[src/rtl/cmp_pkg.sv]
// Shared types for the serial word comparator.
// State encoding, result codes and digit width.
package cmp_pkg;

    localparam int DIGIT_W = 2;

    typedef enum logic [1:0] {
        IDLE = 2'd0,
        SCAN = 2'd1,
        DONE = 2'd2
    } state_t;

    localparam logic [1:0] RES_EQ = 2'd0;
    localparam logic [1:0] RES_GT = 2'd1;
    localparam logic [1:0] RES_LT = 2'd2;

endpackage

[src/rtl/serial_word_comparator.sv]
// Resolves word magnitude from MSB-first 2-bit digit compare flags.
// First decisive digit wins; result held until the next start.
module serial_word_comparator
    import cmp_pkg::*;
#(
    parameter int N_DIGITS = 4,
    localparam int CNT_W = (N_DIGITS > 1) ? $clog2(N_DIGITS) : 1
) (
    input  logic i_clk,
    input  logic i_rst_n,
    input  logic i_start,
    input  logic i_valid,
    input  logic i_GT,
    input  logic i_LT,
    input  logic i_EQ,
    output logic o_ready,
    output logic o_done,
    output logic o_GT,
    output logic o_LT,
    output logic o_EQ,
    output logic o_err
);

    localparam logic [CNT_W-1:0] LAST = CNT_W'(N_DIGITS - 1);

    state_t           state;
    logic [CNT_W-1:0] cnt;
    logic [1:0]       res;
    logic             one_hot;
    logic             last;
    logic [1:0]       nxt_res;

    // Classify the incoming digit and fold it into the running decision.
    always_comb begin
        one_hot = 1'b0;
        nxt_res = res;
        last    = (cnt == LAST);
        unique case ({i_GT, i_LT, i_EQ})
            3'b100, 3'b010, 3'b001: one_hot = 1'b1;
            default:                one_hot = 1'b0;
        endcase
        if (res == RES_EQ && one_hot) begin
            if (i_GT)
                nxt_res = RES_GT;
            else if (i_LT)
                nxt_res = RES_LT;
        end
    end

    // Control FSM with counter, decision register and registered outputs.
    always_ff @(posedge i_clk or negedge i_rst_n) begin
        if (!i_rst_n) begin
            state   <= IDLE;
            cnt     <= '0;
            res     <= RES_EQ;
            o_ready <= 1'b0;
            o_done  <= 1'b0;
            o_GT    <= 1'b0;
            o_LT    <= 1'b0;
            o_EQ    <= 1'b0;
            o_err   <= 1'b0;
        end else begin
            o_done <= 1'b0;
            unique case (state)
                IDLE, DONE: begin
                    if (i_start) begin
                        state   <= SCAN;
                        cnt     <= '0;
                        res     <= RES_EQ;
                        o_ready <= 1'b1;
                        o_GT    <= 1'b0;
                        o_LT    <= 1'b0;
                        o_EQ    <= 1'b0;
                        o_err   <= 1'b0;
                    end
                end
                SCAN: begin
                    if (i_valid) begin
                        res <= nxt_res;
                        if (!one_hot)
                            o_err <= 1'b1;
                        if (last) begin
                            state   <= DONE;
                            o_ready <= 1'b0;
                            o_done  <= 1'b1;
                            o_GT    <= (nxt_res == RES_GT);
                            o_LT    <= (nxt_res == RES_LT);
                            o_EQ    <= (nxt_res == RES_EQ);
                        end else begin
                            cnt <= cnt + 1'b1;
                        end
                    end
                end
                default: begin
                    state   <= IDLE;
                    o_ready <= 1'b0;
                end
            endcase
        end
    end

endmodule
[config.mk]
export PLATFORM = sky130hd
export DESIGN_NAME = serial_word_comparator
export DESIGN_NICKNAME = d
export VERILOG_FILES = /design/src/rtl/cmp_pkg.sv /design/src/rtl/serial_word_comparator.sv
export SDC_FILE = /design/constraint.sdc
export NUM_CORES = 1
export LEC_CHECK = 0
export CORE_UTILIZATION = 25
export DETAILED_ROUTE_END_ITERATION = 10
export PLACE_DENSITY = 0.52
export SLEW_MARGIN = 20
export SYNTH_ARGS = -nofsm -noshare
export SYNTH_HDL_FRONTEND = slang
export SYNTH_SLANG_ARGS = --single-unit
[constraint.sdc]
create_clock -name i_clk -period 3.25 [get_ports i_clk]
set_input_delay 0.65 -clock i_clk [delete_from_list [all_inputs] [get_ports i_clk]]
set_output_delay 0.65 -clock i_clk [all_outputs]
set_load 0.02 [all_outputs]
# == After elaboration in Yosys (flattened, before gate mapping) ==
# Cells that the tools add are included.
# totals
reg_bits,12
latchBits,0
ramBits,0
rom_bits,0
elab_cells,69
mem_count,0
# op_classes
n_addsub,1
n_mul,0
div_mod_pow,0
order_cmp,0
n_eq_ne,13
shifts,0
muxes,34
bitwise_logic,0
n_reduce_logical,12
# ops
cell,n
$mux W2,10
$mux W1,16
$pmux W2 S2,3
$reduce_and A4 Y1,3
$ne A2 B2 Y1 const B,5
$pmux W1 S2,5
$eq A2 B2 Y1 const B,3
$logic_not A2 Y1,3
$reduce_and A3 Y1,2
$eq A2 B1 Y1 const B,2
$eq A3 B1 Y1 const B,1
$eq A3 B2 Y1 const B,1
$eq A3 B3 Y1 const B,1
$reduce_or A3 Y1,1
$add A2 B1 Y2 const B,1
$reduce_bool A2 Y1,1
$reduce_or A2 Y1,1
$logic_and A1 B1 Y1,1

# == Depth between registers and ports, before layout ==
# logic_depth
depth_word,9
ltp_mapped,4
ltp_nobuf,4

# == Least setup slack after synthesis ==
# Ideal clock, no wire load.
# synth_path
path_type,input to register
start,input port i_EQ
end,register res[0]
setup_time_ns,0.065
t_arrival_ns,1.164
slack_ns,2.022
path_stages,3
path_buffers,0
cell_sequence,nor3b_1 > nor3b_1 > o21a_1
# synth_via
elab_chain_len,7
word_cells_on_any_way,9
cone_classes,eq/ne (3); mux (4); reduce/logical (2)
# synth_lines
item,line_no,source
start: declaration,serial_word_comparator.sv:15,"input logic i_EQ,"
$eq A3 B3 Y1 (tied with other cells),serial_word_comparator.sv:38,"unique case ({i_GT, i_LT, i_EQ})"
$reduce_or A3 Y1 (*),serial_word_comparator.sv:38,
$mux W1 (*),serial_word_comparator.sv:38,
$logic_and A1 B1 Y1 (*),serial_word_comparator.sv:42,if (res == RES_EQ && one_hot) begin
$mux W2 (*),serial_word_comparator.sv:42,
$mux W2 (*),serial_word_comparator.sv:78,if (i_valid) begin
$pmux W2 S2 (*),serial_word_comparator.sv:64,unique case (state)
end signal: assignment,serial_word_comparator.sv:79,res <= nxt_res;
end: declaration,serial_word_comparator.sv:28,logic [1:0] res;
# Every way passes the cells marked *; elsewhere a longest branch is shown, timed or not. The select of a mux whose other input is x is not followed.
# A chain may end at the register's enable or synchronous reset.

# == Worst setup path in the final report ==
# layout_path
start,register o_ready
end,output port o_ready
# layout_lines
item,line_no,source
start: declaration,serial_word_comparator.sv:16,"output logic o_ready,"
start signal: assignment,serial_word_comparator.sv:56,o_ready <= 1'b0;
start signal: assignment,serial_word_comparator.sv:70,o_ready <= 1'b1;
start signal: assignment,serial_word_comparator.sv:84,o_ready <= 1'b0;
# No word-level cell between the ends.

==> results_dict.tcl <==
set metrics [dict create \
    status "finished clean" \
    ioPinCount 13 \
    peakVddDrop_mv 0.315 \
    finalSetupViolations 0 \
    cts.htree.levels 1 \
    relSlewSlack 0.622 \
    routedWlPerCell_um 11.0 \
    intPower_mw 0.386 \
    place_ws_ns 1.37 \
    wl_um 1050 \
    power_density_nw_per_um2 777 \
    synth_top_area_frac 0.515 \
    syn-num-nets 60 \
    grt_remaining_overflow 0 \
    io_buffers 12 \
    dp_hpwl_um 784 \
    drt_iter0_markers 1 \
    synth_warnings 0 \
    critPathBufInv 1 \
    yosysUniqueCellTypes 20 \
    hold_buffers 0 \
    fin_ws_ns 1.34 \
    p_leak_nw 0.331 \
    final_nets 76 \
    p_comb_frac 0.368 \
    cts_tree "built" \
    dieHeight_um 50.3 \
    layout-drive-gt1-share 0.104 \
    stdcell_count 95 \
    clock_latency_ns 0.27 \
    grt_pass1_wl_um 1860 \
    rsz0062_at_grt "false" \
    die_w_um 50.3 \
    grt_pass1_vias 399 \
    clk_path_buf_depth 2 \
    crit_family "buffers and inverters" \
    gp_congestion 0.735 \
    cp-start-kind "flop" \
    period_share 0.588 \
    slowest_stage "clkdlybuf4s50_1" \
    grtUsageTotal 0.102 \
    dr.pass1.iters 4 \
    share_seq_of_total_power 0.432 \
    root_buffer "clkbuf_4" \
    synthTopCellsByArea "dfrtp_1 52%, nor3b_1 5.2%, nand4b_4 4.1%, nand3b_1 3.9%, o21a_1 3.9%" \
    critPathCaptureType "output pin" \
    cts_resized 0 \
    core_area_um2 2210 \
    postCtsSetupBuffers 0 \
    synth_area_per_cell_um2 11.2 \
    synth_seq_area_share 0.515 \
    path_clk_slew_ns 0.08 \
    n_antenna_cell 0 \
    required_ns 2.60 \
    crit_chain "clkdlybuf4s50_1" \
    p_sw_mw 0.207 \
    hold_path_class "reg2reg" \
    drv_slew 0 \
    criticalPathCategory "reg2out" \
    p_total_mw 0.593 \
    area_growth_pct 30.9 \
    ys_ff_latch 12 \
    path_max_fanout 3 \
    grt_max_degree 13 \
    period_needed_ns 1.91 \
    max_freq_mhz 523 \
    hold_viol 0 \
    yosysTopAreaCell "dfrtp_1" \
    fin_skew_ns 0.00320 \
    start_util 0.264 \
    worstMarginPinSlew_ns 0.565 \
    drv_cap 0 \
    num_rows 17 \
    p_clk_frac 0.200 \
    antenna_found_initial 0 \
    synthesis.area_um2 583 \
    routed-via-count 431 \
    drc 0 \
    critPathMaxStageDelay_ns 0.61 \
    cts_buffers 3 \
    ant_nets 0 \
    fin_tns_setup_ns 0 \
    viasPerCell 4.54 \
    dp.cells 91 \
    die_area_um2 2530 \
    cts.sinks 12 \
    swShare 0.350 \
    crit_arrival_ns 1.26 \
    netlist_instances 52 \
]
cell type report:
type	instances	area, um^2
timing repair buffer	12	120
tap	28	35.0
inverter	1	3.75
clock buffer	4	36.3
multi-input combinational	38	268
sequential	12	300
fill	227	1450
flip-flops by register name, indices dropped and copies added (netlist names):
signal   count
cnt          2
o_GT         1
o_EQ         1
o_done       1
o_ready      1
state        2
o_LT         1
o_err        1
res          2
synth_stat cells:
cell type / count
o41ai_2: 1
o31a_1: 1
and4bb_2: 1
o21ai_0: 2
mux2i_1: 1
nor2_1: 5
dfrtp_1: 12
nand3b_1: 3
buf_6: 1
o21a_1: 3
o31ai_1: 2
nand2b_1: 2
nor3b_1: 4
nand2_1: 5
a21oi_1: 2
nand4b_4: 1
ha_1: 1
inv_1: 1
nand3_1: 3
xnor2_1: 1
worst paths after layout:
path	startpoint	to	slack (ns)	cells after the start
worst max-delay path	o_ready$_DFFE_PN0P_	o_ready	1.34	1
worst min-delay path	cnt[0]$_DFFE_PN0P_	cnt[0]$_DFFE_PN0P_	0.49	1
worst max register to register	cnt[0]$_DFFE_PN0P_	cnt[0]$_DFFE_PN0P_	2.00	3
worst min register to register	cnt[0]$_DFFE_PN0P_	cnt[0]$_DFFE_PN0P_	0.49	1
max in group asynchronous	i_rst_n	res[0]$_DFFE_PN0P_	2.14	1
min in group asynchronous	i_rst_n	o_EQ$_DFFE_PN0P_	0.74	1
logic make-up after synthesis:
family	count (synthesis)	synth area share
AO/OA/AOI/OAI	11	0.142
multiplexers	1	0.0172
AND/OR/NAND/NOR	24	0.264
flip-flops	12	0.515
adder cells (fa/ha/maj)	1	0.0215
buffers and inverters	2	0.0257
XOR/XNOR	1	0.0150
metrics by stage:
| step | area, um^2 | hold WS, ns | util |
|---|---|---|---|
| 2_1_floorplan | 583 | 0.354 | - |
| 3_3_place_gp | 727 | 0.479 | 0.329 |
| 3_5_place_dp | 727 | 0.484 | 0.329 |
| 4_1_cts | 763 | 0.498 | 0.345 |
| 5_1_grt | 763 | 0.535 | 0.345 |
| 6_report | 763 | 0.491 | 0.345 |
power groups by stage:
| stage | clock network (mW) | registers (mW) | logic, mW |
|---|---|---|---|
| global route | 0.132 | 0.264 | 0.240 |
| global placement | 0 | 0.258 | 0.217 |
| detailed placement | 0 | 0.259 | 0.221 |
| CTS | 0.124 | 0.256 | 0.222 |
| floorplan | 0 | 0.278 | 0.118 |
| finish | 0.118 | 0.256 | 0.218 |
cell usage in the layout, fill, tap and decap left out, types with 2 or more instances in the layout:
cell / n
dfrtp_1: 12
clkdlybuf4s50_1: 12
nand2_1: 5
nor2_1: 5
nor3b_1: 4
nand3b_1: 3
nand3_1: 3
o21a_1: 3
clkbuf_4: 3
a21oi_1: 2
nand2b_1: 2
o31ai_1: 2
o21ai_0: 2
per-layer routing:
layer  global-route usage  share of wire
met3               0.0667          0.072
met4               0.0278          0.011
met2                0.144           0.40
met1                0.125           0.51
met5                    0              0
Power figures use the tool's default switching activity.
